--- config.mk ---
export PLATFORM = sky130hd
export DESIGN_NAME = clock_time_keeper
export DESIGN_NICKNAME = d
export VERILOG_FILES = /design/src/rtl/clock_pkg.sv /design/src/rtl/wrap_counter.sv /design/src/rtl/clock_time_keeper.sv
export SDC_FILE = /design/constraint.sdc
export NUM_CORES = 1
export LEC_CHECK = 0
export BUFFER_PORTS_ARGS = -buffer_cell sky130_fd_sc_hd__buf_2
export CORE_MARGIN = 2
export CORE_UTILIZATION = 35
export CTS_CLUSTER_SIZE = 10
export DETAILED_ROUTE_END_ITERATION = 10
export GPL_ROUTABILITY_DRIVEN = 0
export HOLD_SLACK_MARGIN = 0.05
export PLACE_DENSITY = 0.6
export SLEW_MARGIN = 30
export SYNTH_ARGS = -nofsm -noshare
export SYNTH_HDL_FRONTEND = slang
export SYNTH_SLANG_ARGS = --single-unit
--- constraint.sdc ---
create_clock -name clk -period 1.6 [get_ports clk]
set_input_delay 0.16 -clock clk [delete_from_list [all_inputs] [get_ports clk]]
set_output_delay 0.16 -clock clk [all_outputs]
set_load 0.005 [all_outputs]
--- src/rtl/clock_pkg.sv ---
// Shared definitions for the time-of-day keeper.
//   mode_t      : set-mode state encoding, also driven out on the mode port
//   SEC_MAX     : seconds modulus
//   MIN_MAX     : minutes modulus
//   *_W         : field widths for hours / minutes / seconds
package clock_pkg;

    localparam int SEC_MAX = 60;
    localparam int MIN_MAX = 60;

    localparam int HOUR_W = 5;
    localparam int MIN_W  = 6;
    localparam int SEC_W  = 6;

    typedef enum logic [1:0] {
        RUN   = 2'd0,
        SET_H = 2'd1,
        SET_M = 2'd2
    } mode_t;

endpackage

--- src/rtl/wrap_counter.sv ---
// Modulo-MAX up-counter used for each time field.
// Ports:
//   clk   : system clock
//   rst   : asynchronous active-low reset, clears value
//   inc   : advance by one, wrapping MAX-1 -> 0
//   clr   : synchronous clear, has priority over inc
//   value : registered count, 0..MAX-1
//   carry : combinational, high when inc would wrap the counter
module wrap_counter #(
    parameter int MAX = 60,
    parameter int W   = 6
) (
    input  logic         clk,
    input  logic         rst,
    input  logic         inc,
    input  logic         clr,
    output logic [W-1:0] value,
    output logic         carry
);

    localparam logic [W-1:0] LAST = W'(MAX - 1);

    logic [W-1:0] value_q;
    logic [W-1:0] value_d;

    always_comb begin
        value_d = value_q;
        if (clr) begin
            value_d = '0;
        end else if (inc) begin
            value_d = (value_q == LAST) ? '0 : value_q + W'(1);
        end
    end

    always_ff @(posedge clk or negedge rst) begin
        if (!rst) begin
            value_q <= '0;
        end else begin
            value_q <= value_d;
        end
    end

    assign value = value_q;
    assign carry = inc && (value_q == LAST);

endmodule

--- src/rtl/clock_time_keeper.sv ---
// Hours/minutes/seconds time keeper with a three-state set mode.
// Build option: define CLOCK_ALARM_EN to add the alarm compare and its ports.
// Ports:
//   clk       : system clock
//   rst       : asynchronous active-low reset
//   tick      : 1 Hz one-cycle pulse, advances the time in RUN
//   mode_btn  : one-cycle pulse, RUN -> SET_H -> SET_M -> RUN
//   inc_btn   : one-cycle pulse, increments the field being set
//   hours     : 0..HOURS_MAX-1
//   minutes   : 0..59
//   seconds   : 0..59
//   mode      : current mode_t encoding
//   alarm_h   : alarm hour   (CLOCK_ALARM_EN only)
//   alarm_m   : alarm minute (CLOCK_ALARM_EN only)
//   alarm_hit : one-cycle pulse alongside the tick update that reaches hh:mm:00
//               (CLOCK_ALARM_EN only)
//
// state | meaning
// RUN   | time advances on tick, inc_btn ignored
// SET_H | time frozen, inc_btn steps hours
// SET_M | time frozen, inc_btn steps minutes; leaving clears seconds
module clock_time_keeper
    import clock_pkg::*;
#(
    parameter int HOURS_MAX = 24
) (
    input  logic              clk,
    input  logic              rst,
    input  logic              tick,
    input  logic              mode_btn,
    input  logic              inc_btn,
    output logic [HOUR_W-1:0] hours,
    output logic [MIN_W-1:0]  minutes,
    output logic [SEC_W-1:0]  seconds,
    output logic [1:0]        mode
`ifdef CLOCK_ALARM_EN
    ,
    input  logic [HOUR_W-1:0] alarm_h,
    input  logic [MIN_W-1:0]  alarm_m,
    output logic              alarm_hit
`endif
);

    mode_t state_q;
    mode_t state_d;

    logic running;
    logic sec_inc;
    logic sec_clr;
    logic sec_carry;
    logic min_inc;
    logic min_carry;
    logic hr_inc;

    always_comb begin
        state_d = state_q;
        if (mode_btn) begin
            case (state_q)
                RUN:     state_d = SET_H;
                SET_H:   state_d = SET_M;
                default: state_d = RUN;
            endcase
        end
    end

    always_ff @(posedge clk or negedge rst) begin
        if (!rst) begin
            state_q <= RUN;
        end else begin
            state_q <= state_d;
        end
    end

    assign mode = state_q;

    // Counter controls use the current state, so a tick arriving with the
    // RUN->SET_H mode_btn is still applied. In the set states mode_btn
    // suppresses inc_btn, and minute edits never ripple into hours because
    // hr_inc only follows min_carry while running.
    always_comb begin
        running = (state_q == RUN);
        sec_inc = running && tick;
        sec_clr = (state_q == SET_M) && mode_btn;
        min_inc = running ? sec_carry
                          : ((state_q == SET_M) && inc_btn && !mode_btn);
        hr_inc  = running ? min_carry
                          : ((state_q == SET_H) && inc_btn && !mode_btn);
    end

    wrap_counter #(.MAX(SEC_MAX), .W(SEC_W)) u_sec (
        .clk   (clk),
        .rst   (rst),
        .inc   (sec_inc),
        .clr   (sec_clr),
        .value (seconds),
        .carry (sec_carry)
    );

    wrap_counter #(.MAX(MIN_MAX), .W(MIN_W)) u_min (
        .clk   (clk),
        .rst   (rst),
        .inc   (min_inc),
        .clr   (1'b0),
        .value (minutes),
        .carry (min_carry)
    );

`ifdef CLOCK_ALARM_EN
    logic              hr_carry;
    logic              alarm_hit_q;
    logic              alarm_hit_d;
    logic [HOUR_W-1:0] hr_next;
    logic [MIN_W-1:0]  min_next;

    wrap_counter #(.MAX(HOURS_MAX), .W(HOUR_W)) u_hr (
        .clk   (clk),
        .rst   (rst),
        .inc   (hr_inc),
        .clr   (1'b0),
        .value (hours),
        .carry (hr_carry)
    );

    // Compare against the values the counters are about to load so the
    // registered pulse lines up with the hh:mm:00 output. sec_carry already
    // implies RUN with a tick, and a seconds wrap means the new seconds is 0.
    always_comb begin
        min_next    = min_carry ? '0 : minutes + MIN_W'(1);
        hr_next     = hr_carry  ? '0 : (min_carry ? hours + HOUR_W'(1) : hours);
        alarm_hit_d = sec_carry && (hr_next == alarm_h) && (min_next == alarm_m);
    end

    always_ff @(posedge clk or negedge rst) begin
        if (!rst) begin
            alarm_hit_q <= 1'b0;
        end else begin
            alarm_hit_q <= alarm_hit_d;
        end
    end

    assign alarm_hit = alarm_hit_q;
`else
    wrap_counter #(.MAX(HOURS_MAX), .W(HOUR_W)) u_hr (
        .clk   (clk),
        .rst   (rst),
        .inc   (hr_inc),
        .clr   (1'b0),
        .value (hours),
        .carry ()
    );
`endif

endmodule

# Word level (Yosys, flattened, before mapping)
# Index checks and enable logic that the tools add are counted.
# word_totals
word_cells	31
output_inout_bits	19
ff_bits	19
input_bits	5
# classes
n_eq_ne	5
n_reduce_logical	11
mux	8
add_sub_neg	3
# ops
cell	count
2-to-1 mux 6 bit	4
adder 6 x 1 -> 6 bit (second input constant)	2
== test 6 bit (second input constant)	2
logical AND 1 bit	8
adder 5 x 1 -> 5 bit (second input constant)	1
== test 5 bit (second input constant)	1
2-to-1 mux 5 bit	1
case mux 2 bit (2 select lines)	1
== test 2 x 1 -> 1 bit (second input constant)	1
== test 2 bit (second input constant)	1
logical NOT 2 bit	1
2-to-1 mux 1 bit	2
nonzero test 2 bit	1
logical NOT 1 bit	1

# Logic depth before layout (Yosys ltp)
# depth
ltp_word	6
depth_mapped	5
depth_no_buf	5

# Cells and area by module
# A second synthesis with hierarchy kept.
# hier_totals
hier_cells	106
hier_area_um2	1057.3
# by_module_without_submodules
module	cells_each	n_inst	area_per_inst_um2
wrap_counter at u_min ...	33	2	329.1
wrap_counter at u_hr	24	1	262.8
clock_time_keeper	16	1	136.4

# Least setup slack after synthesis
# No wires, ideal clock.
# synth_timing
kind	register to register
start	register u_sec.value_q[0] (netlist: u_sec.value[0])
end	register u_min.value_q[0] (netlist: u_min.value[0])
t_arrival_ns	1.639
required_ns	1.475
path_buffers	0
period_less_slack_ns	1.764
stages_incl_launch_ff	6
path_slack_ns	-0.164
path_cell_list	dfrtp_1 > ha_1 > nand3b_4 > o31ai_4 > and2_1 > mux2_2
# synth_between
elab_chain_cells	3
# synth_lines
item	line	source
start, declared	wrap_counter.sv:23	logic [W-1:0] value_q;
start signal, assigned	wrap_counter.sv:39	value_q <= value_d;
== test 6 bit	wrap_counter.sv:44	assign carry = inc && (value_q == LAST);
logical AND 1 bit	wrap_counter.sv:44	
2-to-1 mux 1 bit	clock_time_keeper.sv:84	min_inc = running ? sec_carry
end signal, assigned	wrap_counter.sv:39	
end, declared	wrap_counter.sv:23	
# Every way passes these cells.
# A chain may end at the register's enable or synchronous reset.

# Worst setup path after layout
# layout_timing
start	register u_sec.value_q[0] (netlist: u_sec.value[0])
end	register u_hr.value_q[3] (netlist: u_hr.value[3])
# layout_between
elab_chain_cells	5
# layout_lines
item	line	source
== test 6 bit	wrap_counter.sv:44	
logical AND 1 bit	wrap_counter.sv:44	
2-to-1 mux 1 bit	clock_time_keeper.sv:84	
logical AND 1 bit	wrap_counter.sv:44	
2-to-1 mux 1 bit	clock_time_keeper.sv:86	hr_inc = running ? min_carry
end signal, assigned	wrap_counter.sv:39	
end, declared	wrap_counter.sv:23	
# Every way passes these cells.

==> summary.txt <==
Worst setup path
  • Reg-to-reg critical path startpoint: u_sec.value[0]
  • CP Buf/Inv Count: 0
  • Worst EP required: 1.79 ns
  • Slowest stage delay, CP: approximately 0.40 ns
  • CP cell instances: ha_4 > nand3b_4 > nor4_4 > o2111ai_1 > mux2_1
  • Crit Path Class: flip-flop to flip-flop
  • Arr. time, crit path: 1.79 ns
  • R2r worst-path depth: 5
  • Slowest library cell on the worst path: dfrtp_2
  • Reg2reg end: u_hr.value[3]
  • R2R setup slack: 0.0007 ns
  • Delay-heaviest family, CP: simple AND/OR/NAND/NOR gates
  • Crit end category: flip-flop
  • CP Max Fanout: 4
  • CP Launch Type: flip-flop

Yosys
  • Fraction of registers with async set/reset: 1.00
  • Synth Register Bits: 19
  • Yosys top cell area share: 0.431
  • Yosys cell types: 36
  • Syn. warnings: 0
  • Seq/Total Area, Yosys: 0.431
  • Synthesized area: 0.00110 sq mm
  • Most common library cells after synthesis: dfrtp_1 (19), nor2_1 (11), nand2_1 (8)
  • Avg Inst Size Synth: roughly 11 sq um
  • Cells after Synth: 102
  • Area leader, netlist: dfrtp_1
  • Mapped Nets: 110
  • Post-synth EDFFs: 0
  • Area contributors post-synth: dfrtp_1 (43%), mux2_2 (5.1%), nor2_1 (3.7%), ha_1 (3.4%), a21oi_1 (2.7%)
  • Main synth FF type: dfrtp_1
  • Count leader, synth: dfrtp_1

Finish
  • Filler cells: 293
  • Finished Layout Cells: 193
  • Nets: 158
  • Final instance area: 0.00148 sq mm
  • # diodes: 0
  • Layout cells sized above 1: 0.443
  • Area Overhead vs Synth: 34.5%
  • Final core occ: 0.490

Routing
  • Starting DRC count in detailed routing: 29
  • Routed vias: just under 1,000
  • First drt pass iteration count: 4
  • Antenna viol nets, final: 0
  • # DRC: 0
  • Routed WL per cell: 12.4 um
  • Drt via density: 5.06
  • Post-Route WL: 2400 um

Floorplanning
  • Die height: 60.2 um
  • Die W: 60.2 um
  • Core Footprint: just over 0.003 sq mm
  • Top Ports: 24
  • Initial Utilization: 0.364
  • Num rows: 20
  • Die area: 0.00362 sq mm

Global routing
  • Global route overflow: 0
  • Vias in the first global route: 959
  • Grt peak-use layer: met2
  • Total GRT Usage: 0.149
  • Initial antenna violation count: 0
  • Grt met2 use: 0.255
  • Met1 global-route usage: 0.193
  • M3 GR Usage: 0.0216
  • Largest net degree at the start of global routing: 20
  • Global-route wire length before repair: 4110 um

Clock network
  • CTS HTree Levels: 1
  • CTS tree: done
  • Clock Sinks: 19
  • CTS Buf Count: 3
  • CTS clk-pin slew, worst paths: 0.11 ns
  • CTS Root Cell: clkbuf_4
  • Clk Latency, worst-skew pair: 0.29 ns
  • Clock tree buffer depth: 2

Timing
  • Crit share post-route: 1.00
  • FMAX: 0.625 GHz
  • Slew HR: 0.708
  • Worst Tran Pin Value: 0.438 ns
  • Hold Fails Final Rpt: 0
  • RSZ-0062 raised after global routing: true
  • Clock skew: 0.00756 ns
  • Max-slew violation count: 0
  • Final worst setup slack: 0.000727 ns
  • Minimum clock period: 1.60 ns
  • Setup violators final: 0

Placement
  • DP Cell Count: 185
  • HPWL Detailed: approximately 1900 um
  • Post-DP Area: between 0.001 and 0.0015 sq mm
  • I/O Buffers: 23
  • Post-Place Setup Slack: 0.00857 ns

Job
  • # Max-Cap Violations: 0

Pwr
  • P_leak: ~0.72 nW
  • VDD IR max: 0.000730 V
  • Total power: roughly 2.0 mW
  • Power Density: roughly 1300 mW/mm^2

Run status
  • Status: finished clean

Worst hold path
  • Hold EP: mode[1]
  • Hold Path Origin: mode_btn
  • Hold path cells: 2
  • Hold crit path type: input pin to flip-flop
where the power goes:
group | total [mW] | switching [mW] | leakage (nW) | internal [mW]
combinational | 0.984 | 0.430 | 0.467 | 0.555
clock | 0.242 | 0.145 | 0.0150 | 0.0968
sequential | 0.775 | 0.143 | 0.241 | 0.632
total | 2.00 | 0.718 | 0.723 | 1.28
worst reg2reg max path, delay by kind of cell, from the launching register on:
family,cells,cell delay [ns]
flops,1,0.40
mux,1,0.33
compound gates,1,0.15
fa+ha+maj,1,0.15
simple gates,2,0.47
per-stage QoR:
| stage | TNS [ns] | hold WS [ns] |
|---|---|---|
| floorplan | 0 | -0.136 |
| global placement | 0 | 0.120 |
| detailed placement | 0 | 0.127 |
| CTS | 0 | 0.121 |
| global route | -0.185 | 0.120 |
| finish | 0 | 0.129 |
routing by layer:
layer	part of all wire	vias to the layer above
li1	-	480
met5	0	-
met1	0.47	473
met4	0.0058	0
met3	0.037	2
met2	0.48	21
layout make-up:
class / count / area, sq um / area share
multi-input combinational: 78 / 614 / 0.414
sequential: 19 / 478 / 0.322
timing repair buffer: 46 / 303 / 0.204
tap: 44 / 55.1 / 0.0371
clock buffer: 4 / 26.3 / 0.0177
inverter: 2 / 7.51 / 0.00506
sequential cells by signal (all words and copies together), names as in the netlist:
name and count:
u_min.value 6, u_hr.value 5, mode 2, u_sec.value 6
how the worst max path moves through the flow:
stage                         from             to  slack [ns]  cells after the start
floorplan           u_sec.value[0]  u_hr.value[3]       0.008                      5
global placement    u_sec.value[1]  u_hr.value[3]        0.04                      5
detailed placement  u_sec.value[1]  u_hr.value[3]       0.009                      5
CTS                 u_sec.value[1]  u_hr.value[3]     0.00007                      5
global route        u_sec.value[0]  u_hr.value[3]       -0.07                      5
finish              u_sec.value[0]  u_hr.value[3]      0.0007                      5
kinds of logic (layout without fill, tap and decap cells):
group	count (synthesis)	after routing	share of synthesized area
xor+xnor	1	1	0.00794
buf+inv	5	52	0.0306
simple gates	41	41	0.240
compound gates	23	23	0.158
fa+ha+maj	3	3	0.0340
mux	10	10	0.0986
flops	19	19	0.431
placed cells by master (no fill, tap or decap), types with 2 or more instances in the layout:
master    count
a21oi_1       6
a311oi_1      3
a31oi_1       2
a41oi_1       2
buf_2        23
buf_4        21
clkbuf_4      3
dfrtp_1      17
dfrtp_2       2
ha_1          2
inv_1         2
mux2_1        2
mux2_2        5
mux2i_1       3
nand2_1       8
nand3_1       5
nand3b_1      2
nor2_1       11
nor2b_1       3
o211ai_1      2
o21ai_0       3
timing repair:
action	in CTS	in global routing
hold buffers	1	0
hold endpoints to repair	19	0
setup endpoints to repair	0	5
resized for setup	0	1
setup buffers	0	3
Power figures use the tool's default switching activity.
